## config.mk

```make
export PLATFORM = sky130hd
export DESIGN_NAME = fp_cond_unit
export DESIGN_NICKNAME = d
export VERILOG_FILES = /design/src/rtl/fp_cond_unit.sv
export SDC_FILE = /design/constraint.sdc
export NUM_CORES = 1
export LEC_CHECK = 0
export ABC_AREA = 1
export BUFFER_PORTS_ARGS = -buffer_cell sky130_fd_sc_hd__buf_4
export CAP_MARGIN = 20
export CORE_UTILIZATION = 49
export DETAILED_ROUTE_END_ITERATION = 8
export PLACE_DENSITY = 0.81
export SKIP_CTS_REPAIR_TIMING = 1
export SKIP_LAST_GASP = 1
export SLEW_MARGIN = 20
export SYNTH_ARGS = -nofsm -noshare
export SYNTH_HDL_FRONTEND = slang
export SYNTH_SLANG_ARGS = --single-unit
```

## constraint.sdc

```tcl
create_clock -name clk -period 2.3 [get_ports clk]
set_clock_uncertainty 0.15 [all_clocks]
set_input_delay 0.23 -clock clk [delete_from_list [all_inputs] [get_ports clk]]
set_output_delay 0.23 -clock clk [all_outputs]
set_load 0.01 [all_outputs]
```

## src/rtl/fp_cond_unit.sv

```systemverilog
// -----------------------------------------------------------------------------
// fp_cond_unit
// Sequencer and condition-flag holder for single-precision FP compares
// (c.eq.s, c.lt.s, c.le.s, c.f.s) and the FP branches bc1t/bc1f.
//
// A compare is a fixed three-state walk: IDLE latches the operands, WAIT
// gives the external comparator a full cycle to settle and samples its
// relation, and DONE evaluates the condition and writes FCC.
//
// Ports
//   clk, rst          clock, synchronous active-high reset
//   start, op, fs, ft compare issue (op: 00 eq, 01 lt, 10 le, 11 f)
//   cmp_a, cmp_b      registered operands to the compare datapath
//   cmp_result        one-hot relation from datapath: 100 gt, 010 eq, 001 lt
//   busy, done        compare in flight / one-cycle FCC-updated pulse
//   fcc               FP condition flag
//   fcc_we, fcc_wd    direct FCC write (ctc1)
//   bc_req, bc_tf     branch query (bc_tf=1 for bc1t)
//   bc_taken,bc_stall combinational branch resolution
//   exc, exc_clr      sticky illegal-relation flag and its clear
//   cmp_count         completed-compare counter, wraps
// -----------------------------------------------------------------------------
module fp_cond_unit #(
    parameter int CNT_W = 16
) (
    input  logic             clk,
    input  logic             rst,
    input  logic             start,
    input  logic [1:0]       op,
    input  logic [31:0]      fs,
    input  logic [31:0]      ft,
    output logic [31:0]      cmp_a,
    output logic [31:0]      cmp_b,
    input  logic [2:0]       cmp_result,
    output logic             busy,
    output logic             done,
    output logic             fcc,
    input  logic             fcc_we,
    input  logic             fcc_wd,
    input  logic             bc_req,
    input  logic             bc_tf,
    output logic             bc_taken,
    output logic             bc_stall,
    output logic             exc,
    input  logic             exc_clr,
    output logic [CNT_W-1:0] cmp_count
);

    typedef enum logic [1:0] {
        ST_IDLE = 2'b00,
        ST_WAIT = 2'b01,
        ST_DONE = 2'b10
    } state_t;

    localparam logic [CNT_W-1:0] CNT_ONE = CNT_W'(1);

    state_t           state_r;
    state_t           state_s;
    logic [31:0]      cmp_a_r;
    logic [31:0]      cmp_b_r;
    logic [1:0]       op_r;
    logic [2:0]       res_r;
    logic             done_r;
    logic             fcc_r;
    logic             exc_r;
    logic [CNT_W-1:0] count_r;
    logic             legal_s;
    logic             cond_s;

    // A relation is legal only if it is exactly one-hot.
    function automatic logic is_legal(input logic [2:0] rel);
        logic ok;
        case (rel)
            3'b100, 3'b010, 3'b001: ok = 1'b1;
            default:                ok = 1'b0;
        endcase
        return ok;
    endfunction

    // Condition requested by op, given a legal one-hot relation.
    function automatic logic eval_cond(input logic [1:0] opc, input logic [2:0] rel);
        logic c;
        case (opc)
            2'b00:   c = (rel == 3'b010);
            2'b01:   c = (rel == 3'b001);
            2'b10:   c = (rel == 3'b001) || (rel == 3'b010);
            2'b11:   c = 1'b0;
            default: c = 1'b0;
        endcase
        return c;
    endfunction

    // Next-state logic: each compare walks IDLE -> WAIT -> DONE -> IDLE.
    always_comb begin
        state_s = state_r;
        case (state_r)
            ST_IDLE: begin
                if (start) begin
                    state_s = ST_WAIT;
                end else begin
                    state_s = ST_IDLE;
                end
            end
            ST_WAIT: state_s = ST_DONE;
            ST_DONE: state_s = ST_IDLE;
            default: state_s = ST_IDLE;
        endcase
    end

    // Condition evaluation from the sampled relation; illegal relations force 0.
    always_comb begin
        legal_s = is_legal(res_r);
        cond_s  = 1'b0;
        if (legal_s) begin
            cond_s = eval_cond(op_r, res_r);
        end else begin
            cond_s = 1'b0;
        end
    end

    // State register and done pulse (done follows the DONE state by one edge).
    always_ff @(posedge clk) begin
        if (rst) begin
            state_r <= ST_IDLE;
            done_r  <= 1'b0;
        end else begin
            state_r <= state_s;
            done_r  <= (state_r == ST_DONE);
        end
    end

    // Operand/op latch on accept and relation sample in WAIT; start while busy is dropped.
    always_ff @(posedge clk) begin
        if (rst) begin
            cmp_a_r <= 32'h0000_0000;
            cmp_b_r <= 32'h0000_0000;
            op_r    <= 2'b00;
            res_r   <= 3'b000;
        end else begin
            case (state_r)
                ST_IDLE: begin
                    if (start) begin
                        cmp_a_r <= fs;
                        cmp_b_r <= ft;
                        op_r    <= op;
                    end
                end
                ST_WAIT: res_r <= cmp_result;
                default: ;
            endcase
        end
    end

    // FCC: the compare write in DONE takes precedence over a direct write.
    always_ff @(posedge clk) begin
        if (rst) begin
            fcc_r <= 1'b0;
        end else if (state_r == ST_DONE) begin
            fcc_r <= cond_s;
        end else if (fcc_we) begin
            fcc_r <= fcc_wd;
        end
    end

    // Sticky exception: a set in DONE beats a simultaneous clear.
    always_ff @(posedge clk) begin
        if (rst) begin
            exc_r <= 1'b0;
        end else if ((state_r == ST_DONE) && !legal_s) begin
            exc_r <= 1'b1;
        end else if (exc_clr) begin
            exc_r <= 1'b0;
        end
    end

    // Completed-compare counter; natural wrap at the top.
    always_ff @(posedge clk) begin
        if (rst) begin
            count_r <= '0;
        end else if (state_r == ST_DONE) begin
            count_r <= count_r + CNT_ONE;
        end
    end

    assign cmp_a     = cmp_a_r;
    assign cmp_b     = cmp_b_r;
    assign busy      = (state_r != ST_IDLE);
    assign done      = done_r;
    assign fcc       = fcc_r;
    assign exc       = exc_r;
    assign cmp_count = count_r;
    assign bc_taken  = bc_req & ~busy & (fcc_r == bc_tf);
    assign bc_stall  = bc_req & busy;

endmodule

```

==> Yosys cells after proc, flatten, opt, wreduce, memory -nomap -nowiden <==
Index checks and enable logic that the tools add are counted.
{ "totals": {"register_bits": 90, "out_inout_bits": 86} }
{ "op_classes": {"n_addsub": 1, "n_eq_ne": 9, "n_mux": 9, "n_bitwise": 4, "n_reduce_logical": 10} }
{ "op_table": {"columns": ["op", "count"], "rows": [
  ["adder 16 x 1 -> 16 bit (second input constant)", 1],
  ["2-to-1 mux 1 bit", 7],
  ["== test 2 bit (second input constant)", 3],
  ["nonzero test 2 bit", 3],
  ["== test 2 x 1 -> 1 bit (second input constant)", 2],
  ["zero test 2 bit", 2],
  ["one-hot mux 1 bit (4 select lines)", 1],
  ["one-hot mux 2 bit (2 select lines)", 1],
  ["AND 1 bit", 3],
  ["== test 3 x 1 -> 1 bit (second input constant)", 1],
  ["== test 3 x 2 -> 1 bit (second input constant)", 1],
  ["== test 3 bit (second input constant)", 1],
  ["OR reduction 3 bit", 1],
  ["AND reduction 2 bit", 1],
  ["== test 1 bit", 1],
  ["logical AND 1 bit", 1],
  ["zero test 1 bit", 1],
  ["logical OR 1 bit", 1],
  ["inverter 1 bit", 1]
]} }

==> Logic depth before layout (Yosys ltp) <==
Gate-level depths: netlist (run 1).
{ "depth": {"ltp_word": 6, "ltp_mapped": 8, "depth_no_buf": 8} }

==> Worst setup path after synthesis (run 1) <==
No wires, ideal clock.
{ "synth_path": {"path_type": "register to register", "startpoint": "reg count_r[0], in the netlist cmp_count[0]", "endpoint": "reg count_r[14], in the netlist cmp_count[14]", "setup_time_ns": 0.113, "arrival_ns": 1.161, "slack_ns": 0.876, "path_stages_with_launch": 9, "path_buffers": 0, "synth_period_minus_slack_ns": 1.424, "cell_sequence": "dfxtp_1 -> ha_1 -> nand3_1 -> inv_1 -> nand3_1 -> nor2_1 -> nand2_1 -> nand2_1 -> nor2_1"} }
{ "synth_between": {"elab_chain_cells": 1} }
{ "synth_lines": {"columns": ["item", "line", "source"], "rows": [
  ["from (decl)", "66", "logic [CNT_W-1:0] count_r;"],
  ["from (signal assigned)", "181", "count_r <= count_r + CNT_ONE;"],
  ["adder 16 x 1 -> 16 bit", "181", null]
]} }
Every way passes these cells.
A chain may end at the register's enable or synchronous reset.

==> results.py, run 1 <==
metrics = {
    "critical_path": {
        "cp_slowest_stage_delay_ns": 0.53,
        "r2r-end": "cmp_b[13]$_SDFFE_PP0P_",
        "worst_setup_path_end_kind": "flop",
        "rr_startpoint": "state_r[1]$_SDFF_PP0_",
        "start_kind": "primary input",
        "path_max_fanout": 33,
        "required_ns": 2.38,
        "crit_chain": "dlygate4sd3_1, buf_4, clkinv_1, buf_4, o21ai_0, nor2_1",
        "regToRegSetupSlack_ns": 0.72,
        "crit_path_end": "cmp_a[1]$_SDFFE_PP0P_",
        "slowest_stage": "dlygate4sd3_1",
        "startpoint": "rst",
        "crit_type": "in2reg",
        "cpMostUsedCell": "buf_4",
        "reg2reg_depth": 6,
        "cp.arrival_ns": 1.92,
    },
    "yosys": {
        "synth.avg_cell_area_sq_um": 7.55,
        "yosys_register_bits": 90,
        "syn-num-nets": 525,
        "syn_inst": 447,
        "yosysSeqAreaShare_pct": 53.4,
        "netlist_area_sq_um": 3380,
        "yosysWarnings": 0,
        "yosysUniqueCellTypes": 26,
    },
    "power": {
        "power_density_nw_per_um2": 655,
        "power.leakage_uw": 0.00232,
        "finalPower_uw": 3240,
        "ir_drop_mv": 0.476,
    },
    "clocking": {
        "htreeDepth": 3,
        "cts_tree": "yes",
        "clk_pin_slew_ns": 0.08,
        "worstSkewPairLatency_ns": 0.34,
        "cts_root_buf": "clkbuf_8",
        "cts_buffers": 9,
        "clock-sinks": 90,
        "clockBufferDepth": 2,
    },
    "timing": {
        "period_minus_slack_ns": 1.83,
        "setup_viol": 0,
        "slew_violations": 0,
        "finalCritPeriodShare_pct": 79.7,
        "tightestPinTransition_ns": 0.473,
        "tns_ns": 0,
        "slew_headroom_pct": 68.3,
        "holdWs_ns": -0.0159,
        "hold_violations": 22,
        "rsz0062_at_grt": "false",
        "fmax_mhz": 545,
    },
    "hold_path": {
        "hp-class": "in2reg",
    },
    "global_routing": {
        "grt_overflow": 0,
        "grt_pass1_wl_mm": 13.8,
        "grt_antenna_before_repair": 0,
        "grt_pass1_vias": 3132,
        "grt_start_max_net_pins": 39,
        "grt_use_total_pct": 24.1,
    },
    "drt": {
        "num_vias": 3468,
        "avgRoutedWirePerCell_microns": 13.0,
        "routed_via_density": 4.93,
        "drc": 0,
        "routed_wl_mm": 9.12,
        "antenna_left": 0,
        "dr.pass1.iters": 4,
        "drtIter0Drc": 128,
    },
    "finish": {
        "stdcell_count": 703,
        "antenna_cells": 0,
        "layout.nets": 699,
        "fillerInstances": 529,
        "drive_gt1_share_pct": 30.7,
        "areaGrowthSynthToFinish_pct": 46.6,
    },
    "placed_design": {
        "place.gp.congestion": 0.840,
        "port_buffers": 162,
        "dp.cells": 670,
        "hpwl_mm": 6.50,
    },
    "run_status": {
        "violations": "negative hold slack",
        "status": "complete, but fails checks",
    },
    "die": {
        "rows": 29,
        "dieArea_sq_um": 7230,
        "die_x_microns": 85,
        "io_pins": 163,
        "initial_core_util_pct": 52.0,
        "dieHeight_microns": 85,
        "core-area_sq_um": 6490,
    },
    "job": {
        "cap_violations": 0,
    },
}
## metal layers
metal	global-route usage, %	part of all wire (%)	up-vias
li1	-	-	1776
met1	27.3	40	1565
met2	41.9	51	117
met3	7.59	7.9	10
met4	9.86	1.3	0
met5	0	0	-
## kinds of logic (layout without fill, tap and decap cells)
family          Yosys count  in the layout  share of synthesized area [%]
buf+inv                  49            228                           6.45
compound gates           92             92                           13.9
simple gates            213            213                           25.4
fa+ha+maj                 1              1                          0.371
xor+xnor                  2              2                          0.519
flops                    90             90                           53.4
## stage by stage
stage	hold WS (ns)	utilization, %	worst slack [ns]	cell area [sq um]
global placement	0.300	71.1	0.689	4620
CTS	-0.0423	73.6	0.570	4780
finish	-0.0159	76.2	0.467	4950
detailed placement	0.309	71.1	0.690	4620
global route	0.00322	76.2	0.343	4950
floorplan	0.227	-	0.876	3380
## layout by cell type (no fill, tap or decap), drive strengths merged
| cell | instances |
|---|---|
| buf | 168 |
| nor2 | 165 |
| dfxtp | 90 |
| o21ai | 75 |
| inv | 26 |
| nand2 | 25 |
| dlygate4sd3 | 17 |
| a21oi | 14 |
| nand3 | 12 |
| clkbuf | 10 |
| nor3 | 7 |
| clkinv | 7 |
| nand4 | 3 |
| xor2 | 2 |
| o21a | 2 |
| nor3b | 1 |
| a2bb2oi | 1 |
| ha | 1 |
## cell type report
type                       instances  area (sq um)  area share, %
sequential                        90          1800           36.4
timing repair buffer             185          1430           28.9
multi-input combinational        308          1360           27.4
clock buffer                      10           128           2.58
inverter                          27           101           2.05
tap                               77          96.3           1.95
clock inverter                     6          33.8          0.683
## cells in the mapped netlist
cell	n	area, sq um
nand4_1	3	18.8
clkbuf_1	11	41.3
clkinv_1	1	3.75
inv_2	3	11.3
nor2_4	1	11.3
o21ai_1	1	5.00
nor3_1	7	35.0
nand3_1	11	55.1
a2bb2oi_1	1	8.76
nand2_2	1	6.26
buf_1	1	3.75
nor3b_1	1	7.51
nand2_1	24	90.1
a21oi_1	14	70.1
o21a_1	2	15.0
nor2_2	3	18.8
inv_1	23	86.3
xor2_1	2	17.5
buf_4	6	45.0
buf_6	1	11.3
nand3_2	1	10.0
nor2_1	161	604
ha_1	1	12.5
o21ai_0	74	370
dfxtp_1	90	1800
buf_2	3	15.0
## how the worst min path moves through the flow
stage	start	end	slack, ns	depth (start not counted)
floorplan	ft[22]	cmp_b[22]$_SDFFE_PP0P_	0.23	2
global placement	op_r[1]$_SDFFE_PP0P_	op_r[1]$_SDFFE_PP0P_	0.30	2
detailed placement	op_r[1]$_SDFFE_PP0P_	op_r[1]$_SDFFE_PP0P_	0.31	2
CTS	rst	state_r[1]$_SDFF_PP0_	-0.04	2
global route	fs[10]	cmp_a[10]$_SDFFE_PP0P_	0.003	3
finish	fs[20]	cmp_a[20]$_SDFFE_PP0P_	-0.02	3
## power breakdown
part	internal, uW	switching (uW)
Combinational	307	286
Sequential	1670	60.1
Clock	386	534
## critical path, delay by kind of cell
kind / cells / cell delay, ns
and+or+nand+nor: 1 / 0.07
buffers and inverters: 4 / 1.48
AOI/OAI and AO/OA: 1 / 0.13
## flip-flops by register name, indices dropped and copies added, names as in the netlist
name,flops
cmp_a,32
cmp_b,32
cmp_count,16
done,1
exc,1
fcc,1
op_r,2
res_r,3
state_r,2
Note: power is estimated with default switching activity, not from simulation.
==> inputs of run 2 (changes only) <==
ABC_AREA = 0   (was 1)
CORE_UTILIZATION = 45   (was 49)
PLACE_DENSITY = 0.76   (was 0.81)
clock period = 1.7 ns   (was 2.3 ns; I/O delays follow)
==> results.py, run 2 <==
metrics = {
    "run_status": {
        "status": "finished, final reports clean",
    },
    "timing": {
        "setup_viol": 0,
        "setup_slack_ns": 0.0832,
        "period_minus_slack_ns": 1.62,
        "hold_violations": 0,
        "slew_headroom_pct": 73.6,
        "finalCritPeriodShare_pct": 95.1,
        "tightestPinTransition_ns": 0.395,
        "fmax_mhz": 618,
        "slew_violations": 0,
        "tns_ns": 0,
    },
    "yosys": {
        "yosysWarnings": 0,
        "yosysUniqueCellTypes": 27,
        "synth_top_cell_area_share_pct": 54.4,
        "yosys.area.top_type": "dfxtp_1",
        "yosysMostFrequentCell": "nand2_1",
        "synthTopCellsByArea": "dfxtp_1 54%, nand2_1 16%, a21oi_1 11%, xor2_1 2.6%, clkbuf_1 2.3%",
        "syn-num-nets": 484,
        "ys_top_cells_by_count": "140 x nand2_1, 90 x dfxtp_1, 73 x a21oi_1, 20 x clkbuf_1, 19 x nor2_1",
        "async_flop_share_pct": 0,
        "netlist_area_sq_um": 3310,
        "synth_ff_type": "dfxtp_1",
        "syn_inst": 406,
        "synth_edf_count": 0,
        "yosysSeqAreaShare_pct": 54.4,
        "synth.avg_cell_area_sq_um": 8.16,
        "yosys_register_bits": 90,
    },
    "critical_path": {
        "cp_slowest_stage_delay_ns": 0.50,
        "required_ns": 1.82,
        "crit_chain": "and4_1, nand2_4, or4_1, a21oi_1",
        "slowest_stage": "or4_1",
        "cp.arrival_ns": 1.74,
        "worst_setup_path_end_kind": "flop",
        "path_max_fanout": 8,
        "start_kind": "flop",
        "crit_type": "reg2reg",
    },
    "die": {
        "die_x_microns": 87.8,
        "dieHeight_microns": 87.8,
        "io_pins": 163,
        "rows": 30,
        "dieArea_sq_um": 7710,
        "initial_core_util_pct": 47.7,
        "core-area_sq_um": 6940,
    },
    "placed_design": {
        "hpwl_mm": 6.25,
        "port_buffers": 162,
        "place_area_sq_um": 4740,
        "place_ws_ns": 0.0141,
        "place.gp.congestion": 0.802,
    },
    "finish": {
        "layout_commonest_cell": "buf_4",
        "drive_gt1_share_pct": 32.1,
        "fillerInstances": 442,
        "final_cell_mix": "184 x buf_4, 138 x nand2_1, 89 x dfxtp_1",
        "final_util_pct": 81.5,
        "layout.nets": 725,
        "finish.instance_area_sq_um": 5660,
        "areaGrowthSynthToFinish_pct": 70.9,
        "antenna_cells": 0,
    },
    "clocking": {
        "clock-sinks": 90,
        "clk_pin_slew_ns": 0.09,
        "worstSkewPairLatency_ns": 0.33,
        "cts_root_buf": "clkbuf_8",
        "cts_tree": "yes",
        "cts_buffers": 9,
        "clockBufferDepth": 2,
        "htreeDepth": 3,
    },
    "global_routing": {
        "grt_pass1_vias": 3048,
        "grt_pass1_wl_mm": 13.2,
        "grt_use_total_pct": 21.6,
        "grt_overflow": 0,
        "grt_start_max_net_pins": 57,
        "grt_antenna_before_repair": 0,
    },
    "drt": {
        "antenna_left": 0,
        "dr_wl_met3_microns": 714,
        "routed_wl_mm": 10.8,
        "met2_length_mm": 5.68,
        "avgRoutedWirePerCell_microns": 14.5,
        "routed_via_density": 4.92,
        "dr.pass1.iters": 4,
        "num_vias": 3677,
        "drtIter0Drc": 147,
        "wl_met1_mm": 4.21,
        "drc": 0,
        "topRoutingLayerUsed": "met4",
    },
    "hold_path": {
        "hp-class": "in2reg",
    },
    "power": {
        "power.leakage_uw": 0.00256,
        "ir_drop_mv": 0.522,
        "power_density_nw_per_um2": 798,
    },
    "job": {
        "cap_violations": 0,
    },
}
==> run 2: changes by cell type in the layout (fill, tap and decap cells not counted), moves of 4 or more <==
cell	previous run	this run
dlygate4sd3_1	17	70
nor2_1	161	19
o21ai_0	74	4
nor2b_1	0	6
inv_1	23	1
buf_4	168	184
mux2i_1	0	5
nor3_1	7	0
clkinv_2	5	1
nand3_1	11	3
nand2_1	24	138
a21oi_1	14	73
xor2_1	2	10
==> run 2: layout make-up <==
class,instances,area (sq um),share of cell area [%]
clock inverter,4,52.6,0.928
tap,96,120,2.12
clock buffer,12,135,2.39
timing repair buffer,257,2140,37.8
inverter,1,3.75,0.0663
sequential,90,1800,31.8
multi-input combinational,288,1410,24.8
==> run 2: final timing paths <==
kind	from	endpoint	slack [ns]	cells after the start
setup / recovery	cmp_count[6]$_SDFFE_PP0P_	cmp_count[15]$_SDFFE_PP0P_	0.08	4
hold / removal	fcc_wd	fcc$_SDFFE_PP0P_	0.06	3
setup reg to reg	cmp_count[6]$_SDFFE_PP0P_	cmp_count[15]$_SDFFE_PP0P_	0.08	4
hold reg to reg	cmp_a[13]$_SDFFE_PP0P_	cmp_a[13]$_SDFFE_PP0P_	0.31	2
==> run 2: metrics by stage <==
stage	power, uW	hold WS (ns)	std cells
floorplan	2600	0.156	406
global placement	2970	0.265	659
detailed placement	2990	0.274	659
CTS	4390	-0.0948	675
global route	4700	0.0720	748
finish	4520	0.0622	748
==> run 2: logic make-up (layout without fill, tap and decap cells) <==
group           count (synthesis)  in the layout  synth area share [%]
simple gates                  188            188                  24.1
fa+ha+maj                       1              1                 0.378
buf+inv                        28            274                  3.63
compound gates                 81             81                  12.6
mux                             5              5                  1.51
flops                          90             90                  54.4
xor+xnor                       13             13                  3.44
==> run 2: power by group <==
group | total, uW | internal [uW] | switching [uW]
clock | 1420 | 686 | 734
sequential | 2280 | 2210 | 63.2
combinational | 820 | 458 | 362
total | 4520 | 3360 | 1160
==> run 2: metal layers <==
layer  vias up  GRT usage (%)
li1       1807              -
met3        21           5.66
met4         0           7.60
met1      1713           24.7
met5         -              0
met2       136           39.0
==> run 2: worst max-delay path, delay by kind of cell, from the launching register on <==
kind / cells / cell delay (ns)
AND/OR/NAND/NOR: 3 / 0.88
AO/OA/AOI/OAI: 1 / 0.15
flip-flops: 1 / 0.38
